## src/rtl/reg_writeback.sv

```systemverilog
// Register-file writeback stage: arbitrates the ALU and load channels into a 4-entry pending-write queue.
// Define WB_BYPASS_EN to send an entry straight to the write port when the queue is empty.
module reg_writeback (
  input  logic        clk,
  input  logic        reset,
  input  logic        alu_valid,
  output logic        alu_ready,
  input  logic [4:0]  alu_dest,
  input  logic [31:0] alu_data,
  input  logic        mem_valid,
  output logic        mem_ready,
  input  logic [4:0]  mem_dest,
  input  logic [31:0] mem_data,
  output logic        regWrite,
  output logic [4:0]  regD,
  output logic [31:0] writeData,
  output logic [15:0] busy,
  output logic        fifo_full,
  output logic        fifo_empty
);

  typedef struct packed {
    logic [4:0]  dest;
    logic [31:0] data;
  } entry_t;

  entry_t      fifo_q [4];
  logic [2:0]  count_q, count_d;
  logic [1:0]  rd_ptr_q, rd_ptr_d;
  logic [1:0]  wr_ptr_q, wr_ptr_d;
  logic        regwrite_q, regwrite_d;
  logic [4:0]  regd_q, regd_d;
  logic [31:0] wdata_q, wdata_d;

  logic   push, pop, bypass, enqueue;
  entry_t in_entry, head;

  // Only architectural registers 1..15 are written; R0 and 16..31 are dropped.
  function automatic logic writable(input logic [4:0] dest);
    return (dest[4] == 1'b0) && (dest != 5'd0);
  endfunction

  assign mem_ready  = !reset && (count_q < 3'd4);
  assign alu_ready  = mem_ready && !mem_valid;
  assign fifo_full  = !reset && (count_q == 3'd4);
  assign fifo_empty = reset || (count_q == 3'd0);

  assign push     = (mem_valid && mem_ready) || (alu_valid && alu_ready);
  assign in_entry = mem_valid ? entry_t'{mem_dest, mem_data} : entry_t'{alu_dest, alu_data};
  assign pop      = (count_q != 3'd0);
  assign head     = fifo_q[rd_ptr_q];

`ifdef WB_BYPASS_EN
  assign bypass = push && (count_q == 3'd0);
`else
  assign bypass = 1'b0;
`endif
  assign enqueue = push && !bypass;

  always_comb begin
    count_d    = count_q;
    rd_ptr_d   = rd_ptr_q;
    wr_ptr_d   = wr_ptr_q;
    regwrite_d = 1'b0;
    regd_d     = regd_q;
    wdata_d    = wdata_q;
    if (pop) begin
      regd_d     = head.dest;
      wdata_d    = head.data;
      regwrite_d = writable(head.dest);
      rd_ptr_d   = rd_ptr_q + 2'd1;
    end
    if (bypass) begin
      regd_d     = in_entry.dest;
      wdata_d    = in_entry.data;
      regwrite_d = writable(in_entry.dest);
    end
    if (enqueue) wr_ptr_d = wr_ptr_q + 2'd1;
    count_d = count_q + {2'b00, enqueue} - {2'b00, pop};
  end

  always_ff @(posedge clk) begin
    if (reset) begin
      count_q    <= 3'd0;
      rd_ptr_q   <= 2'd0;
      wr_ptr_q   <= 2'd0;
      regwrite_q <= 1'b0;
      regd_q     <= 5'd0;
      wdata_q    <= 32'd0;
    end else begin
      count_q    <= count_d;
      rd_ptr_q   <= rd_ptr_d;
      wr_ptr_q   <= wr_ptr_d;
      regwrite_q <= regwrite_d;
      regd_q     <= regd_d;
      wdata_q    <= wdata_d;
    end
  end

  // NOTE: queue storage is not reset; count gates every read, so stale contents are never used.
  always_ff @(posedge clk) begin
    if (enqueue) fifo_q[wr_ptr_q] <= in_entry;
  end

  always_comb begin
    busy = '0;
    for (int i = 0; i < 4; i++) begin
      if ((3'(i) < count_q) && writable(fifo_q[rd_ptr_q + 2'(i)].dest))
        busy[fifo_q[rd_ptr_q + 2'(i)].dest[3:0]] = 1'b1;
    end
    if (regwrite_q) busy[regd_q[3:0]] = 1'b1;
    if (reset) busy = '0;
  end

  assign regWrite  = regwrite_q;
  assign regD      = regd_q;
  assign writeData = wdata_q;

endmodule
```

## config.mk

```make
export PLATFORM = sky130hd
export DESIGN_NAME = reg_writeback
export DESIGN_NICKNAME = d
export VERILOG_FILES = /design/src/rtl/reg_writeback.sv
export SDC_FILE = /design/constraint.sdc
export NUM_CORES = 1
export LEC_CHECK = 0
export BUFFER_PORTS_ARGS = -buffer_cell sky130_fd_sc_hd__buf_2
export CORE_ASPECT_RATIO = 0.9
export CORE_UTILIZATION = 35
export CTS_CLUSTER_SIZE = 8
export DETAILED_ROUTE_END_ITERATION = 12
export PLACE_DENSITY = 0.6
export REMOVE_ABC_BUFFERS = 1
export SLEW_MARGIN = 10
export SYNTH_ARGS = -nofsm -noshare
export SYNTH_HDL_FRONTEND = slang
export SYNTH_SLANG_ARGS = --single-unit
```

## constraint.sdc

```tcl
create_clock -name clk -period 4.4 [get_ports clk]
set_clock_uncertainty 0.2 [all_clocks]
set_input_delay 0.44 -clock clk [delete_from_list [all_inputs] [get_ports clk]]
set_output_delay 0.44 -clock clk [all_outputs]
set_load 0.02 [all_outputs]
```

# After elaboration in Yosys (flattened, before gate mapping)
# Memory sizes are Yosys's and may differ from the RTL's. A register that Yosys moved wholly into a read port is not among the register bits.
# Index checks and enable logic that the tools add are counted.
# totals
register_bits	45
latch_bits	0
mem_bits_rw	148
rom_bits	0
input_bits	78
out_inout_bits	58
n_memories	1
# memory_table
memory	depth	word_bits	read_ports	rd_ports_with_merged_regs	wr	line_no	rtl
fifo_q	4	37	4	1	1	27	entry_t fifo_q [4];
# classes
addsub	6
multipliers	0
n_div	0
n_lt_le_gt_ge	15
n_eq_ne	1
shift	0
mux	21
n_bitwise	9
reduce_logical	29
# op_table
cell	n
$mux 16	6
$or 16x16->16	4
$mux 37	1
$lt 4x5->1 const B	5
$demux 1 s4	5
$ge 4x1->1 const B	5
$reduce_bool 5->1	4
$logic_and 1x1->1	18
$mux 1	7
$lt 1x3->1 const A	2
$lt 2x3->1 const A	2
$not 1->1	5
$add 2x1->2 const B	2
$add 2x2->2 const B	2
$mux 2	2
$add 3x1->3	1
$eq 3x3->1 const B	1
$logic_not 3->1	1
$lt 3x3->1 const B	1
$reduce_bool 3->1	1
$sub 3x1->3	1
$logic_not 1->1	2
$logic_or 1x1->1	2
$reduce_or 2->1	1

# Longest topological paths before layout
# Gate-level depths: netlist of run 1.
# An unclocked memory read counts as a cell.
# depth
ltp_word	15
depth_mapped	10
ltp_nobuf	10

# Worst setup path after synthesis of run 1
# OpenSTA, ideal clock, no wires.
# synth_timing
kind	register -> output
startpoint	reg rd_ptr_q[0]
endpoint	out busy[12]
arrival_time_ns	1.992
required_time_ns	3.760
slack_ns	1.768
path_stages_with_launch	7
n_path_buf	1
path_cell_list	dfxtp_1 buf_6 mux4_2 or3b_4 nor2_4 a22oi_1 a31oi_1
# synth_via
elab_chain_len	15
elab_cells_between_ends	40
cone_classes	add/sub: 3; order compare: 6; mux: 11; bitwise: 7; reduce/logical: 12; memory: 1
# synth_lines
item	line_no	rtl
start: declaration	29	logic [1:0] rd_ptr_q, rd_ptr_d;
start signal: assignment	92	rd_ptr_q <= rd_ptr_d;
$add 2x1->2	108, 109	
$mem_v2 4x37 *	n/a	
$lt 4x5->1 (not written as such) or $ge 4x1->1 (tied branches)	109	busy[fifo_q[rd_ptr_q + 2'(i)].dest[3:0]] = 1'b1;
$logic_and 1x1->1 (not written as such)	109	
$mux 1 (not written as such)	109	
$demux 1 s4	109	
$or 16x16->16 (no line)	n/a	
$mux 16	108	if ((3'(i) < count_q) && writable(fifo_q[rd_ptr_q + 2'(i)].dest))
$or 16x16->16 (no line)	n/a	
$mux 16	108	
$or 16x16->16 (no line)	n/a	
$mux 16 *	108	
$or 16x16->16 (no line)	n/a	
$mux 16 *	111	if (regwrite_q) busy[regd_q[3:0]] = 1'b1;
$mux 16 *	112	if (reset) busy = '0;
end: declaration	17	output logic [15:0] busy,
# Mark *: on every way between the ends. The rest lies on a longest branch, timed or not.

# Final worst setup path of run 1
# layout_timing
startpoint	reg rd_ptr_q[0]
endpoint	out busy[1]
# Same word-level chain as after synthesis.

==> results.toml, run 1 <==
[detailed_routing]
wl_um = 19400
drc_errors = 0
firstDrtPassIters = 5
post_drt_wl_per_cell_um = 18.4
drtIter0Drc = 535
vias_per_cell = 5.21
vias = 5491
detail-route-antenna-nets = 0

[synthesis]
synthCells = 603
synth_top_family_by_area = "multiplexers"
synthAdderAreaFrac_pct = 1.39
yosys.area_share.simple_pct = 9.25
synth-compound-area-share_pct = 6.35
syn_area_mm2 = 0.00867
ys_async_sr_fraction_pct = 0
synth-edff-count = 148
ys.flop_type = "edfxtp_1"
ys_seq_elements = 195
synth.distinct_cells = 43
synth_xor_area_share_pct = 0.303
seq_area_frac_synth_pct = 62.1
yosys_warnings = 0
synth.avg_cell_area_um2 = 14.4
yosys-mux-area-fraction_pct = 18.6

[die]
die_w_um = 168
start_util_pct = 35.7
rows = 54
dieArea_mm2 = 0.0254
ios = 136
die_h_um = 151
core_mm2 = 0.0243

[placed_design]
hpwl_um = 12300
place_congestion = 0.892
dpl-instance-area_mm2 = 0.00965
port-buffer-count = 135

[timing]
worst_pin_slew_ps = 1080
fmax_mhz = 271
final.period_utilization_pct = 83.9
rsz0062_at_grt = "false"
hold_viol = 0
slew_violations = 0
relSlewSlack_pct = 27.7
min_period_ps = 3690
finalSetupViolCount = 0

[critical_path]
cp_max_fo = 17
crit_required_ps = 3760
critical_path_class = "register to output pin"
cp-end-kind = "output pin"
cp_data_arrival_time_ps = 3050
startpoint_type = "register"
reg2reg_slack_ps = 1870

[cts]
post_cts_buffers = 0
clock-sinks = 195
postCtsHoldBufs = 0
cts-htree-levels = 4
cts_max_path_buffers = 2
cts.clk_slew.worst_paths_ps = 80
worstSkewPairLatency_ps = 420
cts_resized = 0
cts_tree = "yes"
root_buffer = "clkbuf_16"
cts_buffers = 17

[power]
p_per_area_mw_per_mm2 = 621
vdd_drop_max_mv = 0.292
p_leak_nw = 3.61
p_total_w = 0.00635

[global_routing]
grt_usage_pct = 16.1
grt_pass1_vias = 5433
grt_first_pass_wirelength_um = 30600
grt_antenna_before_repair = 0
grt_max_degree = 65
overflow = 0

[layout]
final_util_pct = 42.2
design_area_mm2 = 0.0102
area_delta_synth_final_pct = 18.0
n_antenna_cell = 0
nets = 820
drive_above_1_share_pct = 37.5

[worst_hold_path]
hold_path_class = "primary input to register"

[flow_run]
cap_violations = 0

[run_status]
status = "finished, final reports clean"
## stage by stage
| stage | setup TNS, ps | setup slack, ps | hold slack, ps | instances |
|---|---|---|---|---|
| 2_1_floorplan | -1670 | -704 | 306 | 572 |
| 4_1_cts | 0 | 748 | 151 | 1054 |
| 3_3_place_gp | 0 | 1180 | 235 | 1022 |
| 5_1_grt | 0 | 522 | 149 | 1054 |
| 6_report | 0 | 707 | 162 | 1054 |
| 3_5_place_dp | 0 | 1190 | 243 | 1022 |
## Yosys cell counts (2+ instances only)
library cell  number  area [um2]
buf_6              2        22.5
mux4_1             2        52.6
nor2_1            24        90.1
buf_2              4        20.0
nor4_1             2        12.5
nor3_1             8        40.0
nor3b_1            3        22.5
nand2_1           90         338
buf_1              3        11.3
a32oi_1           13         114
nor2b_1            9        56.3
mux4_2            40         901
buf_4              2        15.0
and3b_1            2        17.5
nor3_2             2        20.0
xnor2_1            2        17.5
clkbuf_1          20        75.1
and2b_1            2        15.0
inv_1              8        30.0
nand2b_1           4        25.0
a22oi_1           19         143
a21oi_1           37         185
and2_1            11        68.8
nand3_1            3        15.0
nor2_4             2        22.5
edfxtp_1         148        4440
dfxtp_1           47         941
a31oi_1           15        93.8
ha_1               8         100
mux2i_1            8        80.1
mux2_2            51         574
## power by group
group / total [W] / leakage [nW] / switching (W) / internal (W)
logic: 0.00230 / 1.60 / 0.00137 / 0.000928
clock network: 0.00148 / 0.282 / 0.000716 / 0.000765
registers: 0.00257 / 1.74 / 0.000259 / 0.00231
total: 0.00635 / 3.61 / 0.00235 / 0.00401
## final cells by class
class,instances,area [um2]
flip-flops and latches,195,5390
well taps,308,385
clock inverters,14,139
clock buffers,18,439
repair buffers,142,728
inverters,8,30.0
fillers,2263,14000
multi-input cells,369,3120
## routing by layer
layer	up-vias	global-route usage [%]	part of all wire, %
met3	22	3.53	5.1
met5	-	0	0
met2	193	26.6	47
met4	0	4.08	1.1
met1	2709	21.7	47
li1	2567	-	-
## registers in the layout, indices dropped and copies added, names as in the netlist, named ones only
| register | count |
|---|---|
| count_q | 3 |
| fifo_q | 148 |
| rd_ptr_q | 2 |
| regD | 5 |
| regWrite | 1 |
| wr_ptr_q | 2 |
| writeData | 32 |
## cells in the final DEF, fill, tap and decap left out, types with 7 or more instances in the layout
cell type,netlist,routed
mux2i_1,8,8
clkbuf_16,0,17
a31oi_1,15,15
ha_1,8,8
a21oi_1,37,37
nand2_1,90,90
buf_4,2,7
buf_2,4,135
a22oi_1,19,19
and2_1,11,7
a32oi_1,13,13
edfxtp_1,148,148
nor2_1,24,24
dfxtp_1,47,45
inv_1,8,8
mux2_2,51,51
nor3_1,8,7
mux4_2,40,40
nor2b_1,9,9
## critical path: stages (launching register included)
cell and delay, ps:
dfxtp_1 820, mux2_2 440, mux2_2 330, nor3_1 420, a32oi_1 200, a31oi_1 230
buf_2 210
## path summary, 6_finish.rpt
kind,startpoint,cells after the start,end
setup / recovery,rd_ptr_q[0],6,busy[1]
hold / removal,mem_data[31],2,fifo_q[2][31]
setup reg to reg,count_q[1],10,count_q[2]
hold reg to reg,writeData[19],2,writeData[19]
## cells by family after synthesis
family	count (synthesis)
buffers and inverters	39
AND/OR/NAND/NOR	170
AO/OA/AOI/OAI	86
adder cells (fa/ha/maj)	9
multiplexers	101
XOR/XNOR	3
flip-flops	195
Power figures use the tool's default switching activity.
==> run 2: changes to the inputs <==
--- a/config.mk
+++ b/config.mk
@@ -10,7 +10,7 @@
 export CORE_UTILIZATION = 35
 export CTS_CLUSTER_SIZE = 8
 export DETAILED_ROUTE_END_ITERATION = 12
-export PLACE_DENSITY = 0.6
+export PLACE_DENSITY = 0.62
 export REMOVE_ABC_BUFFERS = 1
 export SLEW_MARGIN = 10
 export SYNTH_ARGS = -nofsm -noshare
==> constraint.sdc (replaced) <==
create_clock -name clk -period 3.2 [get_ports clk]
set_clock_uncertainty 0.2 [all_clocks]
set_input_delay 0.32 -clock clk [delete_from_list [all_inputs] [get_ports clk]]
set_output_delay 0.32 -clock clk [all_outputs]
set_load 0.02 [all_outputs]
==> run 2 against run 1 <==
Net effect:
- utilization up 0.71 points
- combinational power up 47%
- count of clock-buffer cells in the layout unchanged
- global-route usage about the same
- hold slack worse by 120 ps
- flip-flop and latch count unchanged
- highest routed layer unchanged
==> results.toml, run 2 (same netlist as run 1, synthesis figures left out) <==
[run_status]
status = "finished, final reports clean"

[die]
core_mm2 = 0.0243
ios = 136
dieArea_mm2 = 0.0254
die_w_um = 168
start_util_pct = 35.7
rows = 54
die_h_um = 151

[detailed_routing]
post_drt_wl_per_cell_um = 18.7
drc_errors = 0
wl_um = 19900
vias = 5550
vias_per_cell = 5.21
drtIter0Drc = 369
firstDrtPassIters = 4
detail-route-antenna-nets = 0

[timing]
fmax_mhz = 321
worst_pin_slew_ps = 801
hold_viol = 0
rsz0062_at_grt = "true"
final.period_utilization_pct = 97.2
setup_tns_ps = 0
relSlewSlack_pct = 46.6
slew_violations = 0
finalSetupViolCount = 0
min_period_ps = 3110

[global_routing]
grt_pass1_vias = 5388
overflow = 0
grt_usage_pct = 16.2
grt_max_degree = 65
grt_antenna_before_repair = 0
grt_first_pass_wirelength_um = 30700

[placed_design]
hpwl_um = 13300
place_congestion = 0.869
dpl-instance-area_mm2 = 0.00979
dp_cells = 1034
port-buffer-count = 135

[critical_path]
slowest_stage = "mux4_2"
slowest_delay_ps = 520
crit_required_ps = 2680
critPathTopFamily = "simple AND/OR/NAND/NOR gates"
worst-path-buf-inv = 2
cp_max_fo = 6
critical_path_class = "register to output pin"
startpoint_type = "register"
cp-end-kind = "output pin"
cp_data_arrival_time_ps = 2590
path_cells = "buf_4, mux4_2, or3b_4, nor2_4, a32oi_1, a31oi_1, buf_4"
cp_common_cell = "buf_4"

[power]
clock_power_share_pct = 23.1
p_leak_nw = 3.69
vdd_drop_max_mv = 0.372
switching_share_pct = 36.6
p_int_w = 0.00565
power_switching_w = 0.00326
p_seq_share_pct = 38.9
p_per_area_mw_per_mm2 = 856
comb_power_share_pct = 38.0

[cts]
clock-sinks = 195
cts_max_path_buffers = 2
cts-htree-levels = 4
root_buffer = "clkbuf_16"
worstSkewPairLatency_ps = 420
post_cts_buffers = 0
cts.clk_slew.worst_paths_ps = 70
cts_buffers = 17
cts_tree = "yes"

[layout]
largest_reg_flops = 148
n_antenna_cell = 0
drive_above_1_share_pct = 39.1
fillers = 2204
final_common_cell = "edfxtp_1"
area_delta_synth_final_pct = 20.0
nets = 832
regMostFlops = "fifo_q"
stdcell_count = 1066
design_area_mm2 = 0.0104
final_util_pct = 42.9
most-common-layout-cells = "edfxtp_1, buf_2, nand2_1"

[worst_hold_path]
hold_path_class = "primary input to register"

[flow_run]
cap_violations = 0
[run 2: cell count changes in the layout (fill, tap and decap cells not counted), sizes merged]
cell | before | now
inv | 13 | 14
buf | 142 | 154
bufinv | 0 | 1
clkinv | 8 | 4
clkinvlp | 1 | 3
[run 2: per-layer routing]
layer,global-route usage [%],wire (um),share of wire [%],vias up
met1,21.7,9440,47,2771
met3,3.53,1090,5.5,14
met5,0,0,0,-
met2,26.5,9140,46,170
met4,4.40,215,1.1,0
li1,-,-,-,2595
[run 2: area by class of cell]
type / count / area [um2] / share of cell area (%)
clock inverters: 14 / 144 / 1.38
flip-flops and latches: 195 / 5390 / 51.8
repair buffers: 154 / 881 / 8.47
multi-input cells: 369 / 3140 / 30.2
inverters: 8 / 30.0 / 0.289
well taps: 308 / 385 / 3.71
clock buffers: 18 / 429 / 4.13
[run 2: power groups by stage]
stage	Sequential [W]	Combinational, W	Clock [W]
floorplan	0.00387	0.00188	0
global placement	0.00351	0.00338	0
detailed placement	0.00352	0.00338	0
CTS	0.00347	0.00339	0.00210
global route	0.00352	0.00367	0.00219
finish	0.00346	0.00339	0.00206
[run 2: final timing paths]
path / slack (ps) / from / cells past startpoint / endpoint
worst max-delay path: 90 / rd_ptr_q[0] / 7 / busy[4]
worst max register to register: 760 / count_q[2] / 10 / count_q[2]
worst min register to register: 250 / writeData[16] / 2 / writeData[16]
worst min-delay path: 40 / mem_data[12] / 2 / fifo_q[0][12]
[run 2: per-stage QoR]
stage / hold WS (ps) / setup WS (ps) / power, W
6_report: 41.0 / 89.3 / 0.00890
5_1_grt: 36.8 / -11.4 / 0.00938
4_1_cts: 27.6 / 12.0 / 0.00896
3_5_place_dp: 243 / 373 / 0.00690
3_3_place_gp: 236 / 395 / 0.00689
2_1_floorplan: 189 / -1900 / 0.00575
[run 2: what timing repair did]
| action | 4_1_cts | 5_1_grt |
|---|---|---|
| hold buffers | 0 | 0 |
| gates resized for setup | 1 | 10 |
| setup endpoints to repair | 8 | 11 |
| pin swaps | 0 | 4 |
==> run 3: changes to the inputs <==
--- a/config.mk
+++ b/config.mk
@@ -5,12 +5,13 @@
 export SDC_FILE = /design/constraint.sdc
 export NUM_CORES = 1
 export LEC_CHECK = 0
+export ABC_AREA = 1
 export BUFFER_PORTS_ARGS = -buffer_cell sky130_fd_sc_hd__buf_2
 export CORE_ASPECT_RATIO = 0.9
 export CORE_UTILIZATION = 35
 export CTS_CLUSTER_SIZE = 8
 export DETAILED_ROUTE_END_ITERATION = 12
-export PLACE_DENSITY = 0.62
+export PLACE_DENSITY = 0.61
 export REMOVE_ABC_BUFFERS = 1
 export SLEW_MARGIN = 10
 export SYNTH_ARGS = -nofsm -noshare
==> run 3 against run 2 <==
Net effect:
- utilization fell by 1.3 points
- global-route usage up 2.4 points
- critical path depth grew 5
- first-iteration DRC count grew 73%
- via count rose by 41%
- worst setup slack improved by 130 ps
- critical endpoint is now busy[13]
- critical path type unchanged
- combinational power is 37% higher
- non-clock buffer count rose by 1
- maximum frequency rose by 4.2%
- register-to-register slack better by 230 ps
- highest routed layer is now met5
==> results.toml, run 3 <==
[detailed_routing]
drtIter0Drc = 639
wl_um = 25100
detail-route-antenna-nets = 0
vias = 7803
drc_errors = 0
vias_per_cell = 4.90
post_drt_wl_per_cell_um = 15.8
firstDrtPassIters = 5

[synthesis]
ys_seq_elements = 195
yosys_warnings = 0
synth-edff-count = 148
synth_area_leaders = "edfxtp_1, nand2_1, dfxtp_1, o21ai_0, nor2_1"
yosysMostFrequentCell = "nand2_1"
synth.avg_cell_area_um2 = 8.67
synth_top_area_share_pct = 46.3
ys.flop_type = "edfxtp_1"
seq_area_frac_synth_pct = 56.1
ys_async_sr_fraction_pct = 0
synthCells = 1107
synth.distinct_cells = 31
syn_area_mm2 = 0.00960
synth_area_leader_cell = "edfxtp_1"
synthTopCellsByCount = "nand2_1, edfxtp_1, nor2_1"

[cts]
cts_buffers = 17
cts_tree = "yes"
clock-sinks = 195
cts_max_path_buffers = 2
worstSkewPairLatency_ps = 430
cts-htree-levels = 4
post_cts_buffers = 0
postCtsHoldBufs = 0
cts.clk_slew.worst_paths_ps = 80
root_buffer = "clkbuf_16"

[flow_run]
cap_violations = 0

[critical_path]
worst-path-buf-inv = 3
cp_data_arrival_time_ps = 2470
cp_common_cell = "nand3_1"
cp-end-kind = "output pin"
cp.depth = 12
reg2reg_slack_ps = 990
crit-reg2reg-launch = "count_q[2]"
startpoint_type = "register"
slowest_delay_ps = 350
reg2reg_to = "count_q[2]"
critPathTopFamily = "simple AND/OR/NAND/NOR gates"
rr_worst_depth = 9
critical_path_class = "register to output pin"
slowest_stage = "dfxtp_2"
crit_required_ps = 2680
path_cells = "buf_4, nand2_1, nand3_1, nand2_2, nand2_4, nor2_4, nor2_4, nand3_1, nand3_1, nand2_1, inv_1, buf_2"
cp_max_fo = 31

[global_routing]
grt_pass1_vias = 7348
grt_util_met1_pct = 25.2
overflow = 0
grt_usage_pct = 18.6
grt_busiest_layer = "met2"
grt_max_degree = 50
grt_first_pass_wirelength_um = 40400
grtUsageMet3_pct = 2.82
grt_antenna_before_repair = 1
met2_usage_pct = 31.1

[layout]
nets = 1312
final_common_cell = "nand2_1"
design_area_mm2 = 0.0112
most-common-layout-cells = "nand2_1, edfxtp_1, buf_2"
regMostFlops = "fifo_q"
n_antenna_cell = 0
area_delta_synth_final_pct = 16.7
drive_above_1_share_pct = 19.4
largest_reg_flops = 148

[timing]
fmax_mhz = 335
worst_pin_slew_ps = 740
finalSetupViolCount = 0
relSlewSlack_pct = 50.7
slew_violations = 0
holdWs_ps = 30.7
hold_viol = 0
final.period_utilization_pct = 93.3
worst_slack_ps = 215
min_period_ps = 2990
rsz0062_at_grt = "false"

[placed_design]
pre_cts_ws_ps = 607
port-buffer-count = 135
dpl-instance-area_mm2 = 0.0106
hpwl_um = 16900
place_congestion = 0.938

[worst_hold_path]
holdPathEnd = "fifo_q[0][9]"
hold_depth = 3
hp-start = "alu_data[9]"
hold_path_class = "primary input to register"

[die]
dieArea_mm2 = 0.0281
ios = 136
core_mm2 = 0.0270
die_h_um = 159
start_util_pct = 35.6
rows = 57
die_w_um = 177

[power]
vdd_drop_max_mv = 0.402
p_per_area_mw_per_mm2 = 906
p_leak_nw = 5.02

[run_status]
status = "finished, final reports clean"
## run 3: cells by family after synthesis
logic type	Yosys count	synth area share, %
flops	195	56.1
xor+xnor	1	0.0913
fa+ha+maj	9	1.25
simple gates	549	24.0
buf+inv	160	7.21
compound gates	193	11.3
## run 3: area by class of cell
type	instances	area (um2)
flip-flops and latches	195	5390
repair buffers	155	851
inverters	104	395
fillers	2695	15800
clock inverters	13	135
multi-input cells	752	3550
well taps	354	443
clock buffers	19	433
## run 3: repair_timing
| action | CTS | global route |
|---|---|---|
| hold endpoints to repair | 0 | 0 |
| resized for setup | 0 | 3 |
| endpoints found under the setup margin | 0 | 14 |
## run 3: worst max path at each step
stage | start | endpoint
6_report | register | busy[13]
5_1_grt | register | busy[6]
4_1_cts | register | busy[9]
3_5_place_dp | register | busy[9]
3_3_place_gp | count_q[2] | busy[2]
2_1_floorplan | register | busy[10]
## run 3: worst register-to-register path, cell delays in order (launching register included)
cell,delay [ps]
dfxtp_1,520
nor2_1,110
o21ai_1,160
ha_1,270
inv_1,60
ha_1,130
inv_1,40
fa_1,380
xnor2_1,170
nor2_1,50
## run 3: routing by layer
metal	wire, um	up-vias
met3	1100	29
met5	13	-
li1	-	3892
met1	11700	3647
met2	12000	233
met4	285	2
## run 3: through the flow
| stage | instances | total power [W] | TNS [ps] | util [%] |
|---|---|---|---|---|
| 2_1_floorplan | 1051 | 0.00657 | -11910 | - |
| 3_3_place_gp | 1560 | 0.00811 | 0 | 39.4 |
| 3_5_place_dp | 1560 | 0.00815 | 0 | 39.4 |
| 4_1_cts | 1592 | 0.0102 | 0 | 41.5 |
| 5_1_grt | 1592 | 0.0109 | 0 | 41.5 |
| 6_report | 1592 | 0.0101 | 0 | 41.5 |
## run 3: where the power goes
group	internal, W	total [W]	leakage (nW)	switching (W)
logic	0.00134	0.00466	3.00	0.00332
registers	0.00318	0.00344	1.75	0.000259
clock network	0.00104	0.00205	0.277	0.00100
